## src/rtl/rv_pkg.sv

```systemverilog
// Shared RV32I definitions: instruction formats, major opcodes, field helpers.
package rv_pkg;

  localparam int unsigned XLEN = 32;

  // Format codes match the core's imm_sel encoding
  typedef enum logic [2:0] {
    FMT_I = 3'b000,
    FMT_S = 3'b001,
    FMT_B = 3'b010,
    FMT_U = 3'b011,
    FMT_J = 3'b100,
    FMT_R = 3'b101
  } fmt_t;

  localparam logic [6:0] OP_R      = 7'h33;
  localparam logic [6:0] OP_I      = 7'h13;
  localparam logic [6:0] OP_LOAD   = 7'h03;
  localparam logic [6:0] OP_STORE  = 7'h23;
  localparam logic [6:0] OP_BRANCH = 7'h63;
  localparam logic [6:0] OP_LUI    = 7'h37;
  localparam logic [6:0] OP_AUIPC  = 7'h17;
  localparam logic [6:0] OP_JAL    = 7'h6F;
  localparam logic [6:0] OP_JALR   = 7'h67;

  // I-type shifts carry funct7 in inst[31:25] and a 5-bit shamt
  function automatic logic is_shift(input logic [2:0] funct3);
    return (funct3 == 3'b001) || (funct3 == 3'b101);
  endfunction

endpackage

```

## src/rtl/sync_fifo.sv

```systemverilog
// Single-clock FIFO with registered full/empty flags and synchronous clear.
module sync_fifo #(
  parameter int unsigned DEPTH = 4,
  parameter int unsigned WIDTH = 32
) (
  input  logic             clk_i,
  input  logic             rst_ni,
  input  logic             clear_i,
  input  logic             push_i,
  input  logic [WIDTH-1:0] data_i,
  input  logic             pop_i,
  output logic [WIDTH-1:0] data_o,
  output logic             full_o,
  output logic             empty_o
);

  localparam int unsigned PTR_W = (DEPTH > 1) ? $clog2(DEPTH) : 1;
  localparam int unsigned CNT_W = PTR_W + 1;

  logic [WIDTH-1:0] mem [DEPTH];
  logic [PTR_W-1:0] wr_ptr;
  logic [PTR_W-1:0] rd_ptr;
  logic [CNT_W-1:0] count;
  logic [CNT_W-1:0] count_next;
  logic             do_push;
  logic             do_pop;

  assign do_push = push_i && !full_o;
  assign do_pop  = pop_i && !empty_o;
  assign data_o  = mem[rd_ptr];

  // Occupancy after this cycle's push/pop
  always_comb begin
    count_next = count;
    if (do_push && !do_pop) begin
      count_next = count + CNT_W'(1);
    end else if (do_pop && !do_push) begin
      count_next = count - CNT_W'(1);
    end
  end

  // Pointers, occupancy and flags; clear wins over push/pop
  always_ff @(posedge clk_i or negedge rst_ni) begin
    if (!rst_ni) begin
      wr_ptr  <= '0;
      rd_ptr  <= '0;
      count   <= '0;
      full_o  <= 1'b0;
      empty_o <= 1'b1;
    end else if (clear_i) begin
      wr_ptr  <= '0;
      rd_ptr  <= '0;
      count   <= '0;
      full_o  <= 1'b0;
      empty_o <= 1'b1;
    end else begin
      if (do_push) wr_ptr <= wr_ptr + PTR_W'(1);
      if (do_pop)  rd_ptr <= rd_ptr + PTR_W'(1);
      count   <= count_next;
      full_o  <= (count_next == CNT_W'(DEPTH));
      empty_o <= (count_next == '0);
    end
  end

  // Storage; reset to zero so the head reads zero out of reset
  always_ff @(posedge clk_i or negedge rst_ni) begin
    if (!rst_ni) begin
      for (int i = 0; i < int'(DEPTH); i++) mem[i] <= '0;
    end else if (do_push && !clear_i) begin
      mem[wr_ptr] <= data_i;
    end
  end

endmodule

```

## src/rtl/rv_inst_encoder.sv

```systemverilog
// Encodes RV32I instruction fields into words and streams them into instruction memory.
module rv_inst_encoder
  import rv_pkg::*;
#(
  parameter int unsigned DEPTH     = 4,
  parameter int unsigned ADDR_W    = 11,
  parameter int unsigned BASE_ADDR = 0
) (
  input  logic              clk_i,
  input  logic              rst_ni,
  input  logic              flush_i,
  input  logic              req_valid_i,
  output logic              req_ready_o,
  input  logic [2:0]        fmt_i,
  input  logic [6:0]        opcode_i,
  input  logic [2:0]        funct3_i,
  input  logic [6:0]        funct7_i,
  input  logic [4:0]        rd_i,
  input  logic [4:0]        rs1_i,
  input  logic [4:0]        rs2_i,
  input  logic [31:0]       imm_i,
  output logic              imem_wren_o,
  output logic [ADDR_W-1:0] imem_addr_o,
  output logic [31:0]       imem_wdata_o,
  input  logic              imem_ready_i,
  output logic [ADDR_W:0]   wr_count_o,
  output logic              err_o
);

  localparam int unsigned CNT_W = ADDR_W + 1;

  logic [XLEN-1:0] word;
  logic            legal;
  logic            fits_12;
  logic            fits_b;
  logic            fits_j;
  logic            accept;
  logic            push;
  logic            pop;
  logic            full;
  logic            empty;

  // Immediate range checks expressed as sign-extension tests
  assign fits_12 = (imm_i[31:11] == {21{imm_i[11]}});
  assign fits_b  = (imm_i[31:12] == {20{imm_i[12]}}) && !imm_i[0];
  assign fits_j  = (imm_i[31:20] == {12{imm_i[20]}}) && !imm_i[0];

  // Field placement and legality per instruction format
  always_comb begin
    word  = '0;
    legal = 1'b0;
    case (fmt_t'(fmt_i))
      FMT_R: begin
        word  = {funct7_i, rs2_i, rs1_i, funct3_i, rd_i, opcode_i};
        legal = 1'b1;
      end
      FMT_I: begin
        if (is_shift(funct3_i)) begin
          word  = {funct7_i, imm_i[4:0], rs1_i, funct3_i, rd_i, opcode_i};
          legal = 1'b1;
        end else begin
          word  = {imm_i[11:0], rs1_i, funct3_i, rd_i, opcode_i};
          legal = fits_12;
        end
      end
      FMT_S: begin
        word  = {imm_i[11:5], rs2_i, rs1_i, funct3_i, imm_i[4:0], opcode_i};
        legal = fits_12;
      end
      FMT_B: begin
        word  = {imm_i[12], imm_i[10:5], rs2_i, rs1_i, funct3_i,
                 imm_i[4:1], imm_i[11], opcode_i};
        legal = fits_b;
      end
      FMT_U: begin
        word  = {imm_i[31:12], rd_i, opcode_i};
        legal = (imm_i[11:0] == 12'h000);
      end
      FMT_J: begin
        word  = {imm_i[20], imm_i[10:1], imm_i[11], imm_i[19:12], rd_i, opcode_i};
        legal = fits_j;
      end
      default: begin
        word  = '0;
        legal = 1'b0;
      end
    endcase
  end

  // Handshake and FIFO control; flush suppresses both sides
  assign req_ready_o = !full;
  assign accept      = req_valid_i && req_ready_o;
  assign push        = accept && legal && !flush_i;
  assign pop         = imem_wren_o && imem_ready_i && !flush_i;
  assign imem_wren_o = !empty;

  sync_fifo #(
    .DEPTH (DEPTH),
    .WIDTH (XLEN)
  ) u_fifo (
    .clk_i   (clk_i),
    .rst_ni  (rst_ni),
    .clear_i (flush_i),
    .push_i  (push),
    .data_i  (word),
    .pop_i   (pop),
    .data_o  (imem_wdata_o),
    .full_o  (full),
    .empty_o (empty)
  );

  // Write address, saturating write count and sticky error flag
  always_ff @(posedge clk_i or negedge rst_ni) begin
    if (!rst_ni) begin
      imem_addr_o <= ADDR_W'(BASE_ADDR);
      wr_count_o  <= '0;
      err_o       <= 1'b0;
    end else if (flush_i) begin
      imem_addr_o <= ADDR_W'(BASE_ADDR);
      wr_count_o  <= '0;
      err_o       <= 1'b0;
    end else begin
      if (pop) begin
        imem_addr_o <= imem_addr_o + ADDR_W'(1);
        if (wr_count_o != '1) wr_count_o <= wr_count_o + CNT_W'(1);
      end
      if (accept && !legal) err_o <= 1'b1;
    end
  end

endmodule

```

## config.mk

```make
export PLATFORM = sky130hd
export DESIGN_NAME = rv_inst_encoder
export DESIGN_NICKNAME = d
export VERILOG_FILES = /design/src/rtl/rv_pkg.sv /design/src/rtl/sync_fifo.sv /design/src/rtl/rv_inst_encoder.sv
export SDC_FILE = /design/constraint.sdc
export NUM_CORES = 1
export LEC_CHECK = 0
export CAP_MARGIN = 10
export CORE_MARGIN = 2
export CORE_UTILIZATION = 25
export DETAILED_ROUTE_END_ITERATION = 8
export PLACE_DENSITY = 0.46
export SLEW_MARGIN = 20
export SYNTH_ARGS = -nofsm -noshare
export SYNTH_HDL_FRONTEND = slang
export SYNTH_SLANG_ARGS = --single-unit
```

## constraint.sdc

```tcl
create_clock -name clk_i -period 2.2 [get_ports clk_i]
set_input_delay 0.44 -clock clk_i [delete_from_list [all_inputs] [get_ports clk_i]]
set_output_delay 0.44 -clock clk_i [all_outputs]
set_load 0.01 [all_outputs]
```

# ---- Word-level counts from Yosys, hierarchy flattened
# Cells that the tools add are included.
dict set report totals {
  register_bits 161
  input_bits 72
  output_inout_bits 58
}
dict set report classes {
  bitwise_logic 2
  addsub 6
  magnitude_cmp 3
  n_reduce_logical 31
  n_eq_ne 12
  mux 26
}
# cell n
set ops {}
lappend ops {{$pmux W32 S6} 1}
lappend ops {{$bwmux W128} 1}
lappend ops {{$mux W32} 4}
lappend ops {{$bmux W32 S2} 1}
lappend ops {{$demux W32 S2} 1}
lappend ops {{$mux W12} 3}
lappend ops {{$mux W11} 2}
lappend ops {{$eq A20 B20 Y1} 1}
lappend ops {{$eq A19 B19 Y1} 1}
lappend ops {{$logic_and A1 B1 Y1} 14}
lappend ops {{$add A12 B1 Y12 const B} 1}
lappend ops {{$eq A3 B3 Y1 const B} 4}
lappend ops {{$logic_not A12 Y1} 1}
lappend ops {{$ne A12 B12 Y1 const B} 1}
lappend ops {{$add A11 B1 Y11 const B} 1}
lappend ops {{$eq A11 B11 Y1} 1}
lappend ops {{$reduce_bool A2 Y1} 5}
lappend ops {{$mux W3} 3}
lappend ops {{$mux W2} 4}
lappend ops {{$logic_not A1 Y1} 7}
lappend ops {{$eq A3 B1 Y1 const B} 2}
lappend ops {{$eq A3 B2 Y1 const B} 2}
lappend ops {{$ge A3 B3 Y1 const B} 2}
lappend ops {{$logic_not A3 Y1} 2}
lappend ops {{9 further kinds} 15}

# ---- Longest topological paths before layout
dict set report depth {
  word_depth 13
  mapped_depth 10
}

# ---- By module
# A second synthesis with hierarchy kept.
dict set report unflattened {
  cells_unflattened 673
  hier_area_um2 8580.7
}
# module n_inst area_per_inst_um2 cells_per_inst
set modules_own_cells {}
lappend modules_own_cells {sync_fifo 1 6326.1 379}
lappend modules_own_cells {rv_inst_encoder 1 2254.7 294}

# ---- Least setup slack after synthesis
# Ideal clock, no wire load.
dict set report synth_timing {
  path_kind {input -> register}
  start {input fmt_i[1]}
  end {register u_fifo.mem[72] (netlist name)}
  setup_ps 125
  required_ps 2075
  n_path_buf 2
  arrival_ps 2369
  slack_ps -294
  cell_stages 10
  cell_sequence {nor2b_1 and2_1 buf_2 a41oi_1 nand2_1 o31ai_4 nor2_8 nand2_4 buf_6 mux2_2}
}
dict set report synth_between {
  elab_chain_cells 6
  word_cells_on_any_way 13
  cone_classes {eq/ne: 5; mux: 3; reduce/logical: 5}
}
# item line_no
set synth_rtl {}
lappend synth_rtl {{start, declared} rv_inst_encoder.sv:14} ;# input logic [2:0] fmt_i,
lappend synth_rtl {{$eq A3 B3 Y1 (tied with other cells)} rv_inst_encoder.sv:52} ;# case (fmt_t'(fmt_i))
lappend synth_rtl {{$pmux W1 S6} rv_inst_encoder.sv:52}
lappend synth_rtl {{$logic_and A1 B1 Y1 (2 in a row)} rv_inst_encoder.sv:93} ;# assign push = accept && legal && !flush_i;
lappend synth_rtl {{$logic_and A1 B1 Y1} sync_fifo.sv:28} ;# assign do_push = push_i && !full_o;
lappend synth_rtl {{$logic_and A1 B1 Y1} sync_fifo.sv:69} ;# end else if (do_push && !clear_i) begin
lappend synth_rtl {{end signal, assigned by index} sync_fifo.sv:70} ;# mem[wr_ptr] <= data_i;
lappend synth_rtl {{end, declared} sync_fifo.sv:20} ;# logic [WIDTH-1:0] mem [DEPTH];
# Parallel ways exist; a longest one is shown, timed or not.
# A chain may end at the register's enable or synchronous reset.

# ---- Final worst setup path
dict set report layout_timing {
  start {input imm_i[31]}
  end {register u_fifo.mem[66] (netlist name)}
}
dict set report layout_between {
  elab_chain_cells 7
  word_cells_on_any_way 11
  cone_classes {eq/ne: 3; mux: 2; reduce/logical: 6}
}
# item line_no
set layout_rtl {}
lappend layout_rtl {{start, declared} rv_inst_encoder.sv:21} ;# input logic [31:0] imm_i,
lappend layout_rtl {{$eq A20 B20 Y1 (tied with other cells)} rv_inst_encoder.sv:44} ;# assign fits_12 = (imm_i[31:11] == {21{imm_i[11]}});
lappend layout_rtl {{$mux W1 (tied with other cells)} rv_inst_encoder.sv:58} ;# if (is_shift(funct3_i)) begin
lappend layout_rtl {{$pmux W1 S6 (*)} rv_inst_encoder.sv:52}
lappend layout_rtl {{$logic_and A1 B1 Y1 (*) (2 in a row)} rv_inst_encoder.sv:93}
lappend layout_rtl {{$logic_and A1 B1 Y1 (*)} sync_fifo.sv:28}
lappend layout_rtl {{$logic_and A1 B1 Y1 (*)} sync_fifo.sv:69}
# Mark *: on every way between the ends. The rest lies on a longest branch, timed or not.

==> flow_summary.json <==
{
  "outcome": "finished, violations left",
  "violations": "negative setup slack",
  "synth_edf_count": 0,
  "synth_area_um2": 8330,
  "antenna_found_initial": 1,
  "totalWireLength_um": 26300,
  "drtIter0Drc": 284,
  "netlist_instances": 641,
  "end_kind": "flip-flop",
  "yosysMostFrequentCell": "dfrtp_1",
  "clock_latency_ns": 0.44,
  "setup_viol": 121,
  "die_y_um": 187,
  "dieArea_um2": 34800,
  "critical_path_buf_inv_count": 5,
  "fmax_ghz": 0.438,
  "tightest_slew_ns": 0.599,
  "place_inst": 1258,
  "cpMostUsedCell": "buf_6",
  "grt_use_total_pct": 15.5,
  "worstPathMaxFanout": 5,
  "post_drt_wl_per_cell_um": 20.0,
  "postLayoutCoreUtil_pct": 36.5,
  "path_cells": "buf_8, buf_6, nor4_4, buf_4, nand4_1, a221oi_4, o31ai_4, buf_6, nor2_8, nand2_4, bufbuf_16, mux2_4",
  "synthTopCellsByArea": "dfrtp_1, mux2_2, mux4_2, mux2_4, a22oi_1",
  "powerDensity_nw_per_um2": 791,
  "ys_ff_latch": 161,
  "core-area_um2": 32700,
  "area_delta_synth_final_pct": 43.3,
  "cpPeakStageDelay_ns": 0.36,
  "drv_cap": 0,
  "holdWs_ns": 0.482,
  "cts-buffers-inserted": 17,
  "cts_root_buf": "clkbuf_16",
  "critPathTopFamily": "buffers and inverters",
  "synth_area_per_cell_um2": 13.0,
  "clock_sink_count": 161,
  "ys_types": 48,
  "fp.dieW_um": 187,
  "vias_per_cell": 4.64,
  "yosysTopAreaCellShare_pct": 48.0,
  "cts_tree": "built",
  "ir_drop_uv": 616,
  "criticalPathCategory": "in -> reg",
  "drive_gt1_share_pct": 44.8,
  "grt_pass1_wl_um": 40600,
  "fin_nets": 939,
  "startpoint_type": "primary input",
  "setup_ws_ns": -0.0848,
  "antenna_left": 0,
  "gp_congestion": 0.815,
  "initial_utilization_pct": 25.5,
  "dp_hpwl_um": 17900,
  "hold_violations": 0,
  "overflow": 0,
  "rows": 66,
  "antennaDiodeCount": 0,
  "grt_pass1_vias": 6613,
  "synth_fp_nets": 721,
  "drv_slew": 0,
  "min_period_ns": 2.28,
  "yosysWarningCount": 0,
  "grt_max_degree": 46,
  "fin_crit_sh_pct": 104,
  "fin_setup_tns_ns": -4.70,
  "synth_commonest_cells": "dfrtp_1, mux2_2, nand2_1",
  "synth_top_area_cell": "dfrtp_1",
  "skew_ns": 0.0107,
  "synthArstFlopShare_pct": 100,
  "synth_ff_type": "dfrtp_1",
  "drt-pass1-iter-count": 5,
  "multi_input_area_um2": 4220,
  "crit_required_ns": 2.52,
  "regArea_um2": 4030,
  "fillers": 3322,
  "cts_buffer_depth": 2,
  "ys_seq_area_share_pct": 48.4,
  "port_buffers": 129,
  "vias": 6091,
  "h-tree-depth": 4,
  "relSlewSlack_pct": 59.7,
  "critical-path-slowest-cell": "a221oi_4",
  "ios": 130,
  "hold_path_class": "in -> reg",
  "worstPathArrival_ns": 2.61,
  "drc_errors": 0,
  "instances_no_fill": 1312,
  "path_clk_slew_ns": 0.07,
  "rsz0062_at_grt": "yes",
  "p_leak_nw": 5.48
}
metrics by stage:
step	power (mW)	area [um2]	worst slack (ns)
2_1_floorplan	4.73	8400	-0.245
6_report	9.45	11900	-0.0848
3_3_place_gp	6.03	10800	-1.01
5_1_grt	9.92	11900	-0.145
3_5_place_dp	6.04	10800	-0.989
4_1_cts	9.59	11900	-0.114
timing repair:
item	CTS	global route
resized for setup	314	13
pin swaps	19	2
endpoints found under the setup margin	167	163
endpoints found under the hold margin	38	0
buffers inserted	15	2
hold buffers	1	0
cloned	6	2
kinds of logic (layout without fill, tap and decap cells):
kind of cell,after synthesis,count (layout),share of synthesized area [%]
flops,161,161,48.4
buf+inv,48,277,3.30
fa+ha+maj,9,9,1.32
simple gates,144,144,8.74
compound gates,86,86,7.27
mux,170,170,28.6
xor+xnor,23,23,2.42
area by class of cell:
| class | instances | share of cell area (%) |
|---|---|---|
| Sequential cell | 161 | 33.8 |
| Multi-Input combinational cell | 432 | 35.4 |
| Clock buffer | 17 | 3.56 |
| Timing Repair Buffer | 236 | 20.6 |
| Tap cell | 442 | 4.63 |
| Inverter | 11 | 0.346 |
| Clock inverter | 13 | 1.77 |
flip-flops by register name (all words and copies together) (netlist names):
signal          cells
err_o               1
imem_addr_o        11
u_fifo.count        3
u_fifo.empty_o      1
u_fifo.full_o       1
u_fifo.mem        128
u_fifo.rd_ptr       2
u_fifo.wr_ptr       2
wr_count_o         12
cell usage in the layout (no fill, tap or decap), drive strengths merged, types with 10 or more instances in the layout:
cell / instances
buf: 152
nand4: 12
clkdlybuf4s50: 59
clkbuf: 19
mux4: 32
o21ai: 13
dfrtp: 160
inv: 10
mux2: 135
a22oi: 23
a21oi: 24
a221oi: 16
nor2: 37
dlygate4sd2: 13
xor2: 16
nand2: 47
routing by layer:
layer / part of all wire [%] / global-route usage (%) / vias up
li1: - / - / 2815
met4: 1.3 / 3.60 / 2
met3: 4.4 / 3.61 / 18
met2: 47 / 24.8 / 134
met1: 48 / 21.2 / 3122
met5: 0.046 / 0 / -
path summary, 6_finish.rpt:
check                                              end  slack, ns                       start  cells after the start
setup / recovery            u_fifo.mem[66]$_DFFE_PN0P_      -0.08                   imm_i[31]                     12
hold / removal              u_fifo.mem[62]$_DFFE_PN0P_       0.48                   imm_i[30]                      4
setup reg to reg             wr_count_o[5]$_DFFE_PN0P_       0.27   wr_count_o[5]$_DFFE_PN0P_                      8
hold reg to reg             u_fifo.mem[55]$_DFFE_PN0P_       0.50  u_fifo.mem[55]$_DFFE_PN0P_                      1
max in group asynchronous  u_fifo.mem[113]$_DFFE_PN0P_       1.08                      rst_ni                      3
min in group asynchronous  u_fifo.mem[124]$_DFFE_PN0P_       0.51                      rst_ni                      2
where the power goes:
group          internal (mW)  total (mW)  switching, mW
registers               3.28        3.46          0.184
clock network           2.00        3.30           1.30
logic                   1.56        2.69           1.14
total                   6.84        9.45           2.62
tightest hold or removal path, cell delays in order:
cell	delay [ns]
buf_6	0.10
nand2_1	0.05
nand2_1	0.13
mux2_4	0.17
No activity file was read; power rests on OpenSTA's default activity.
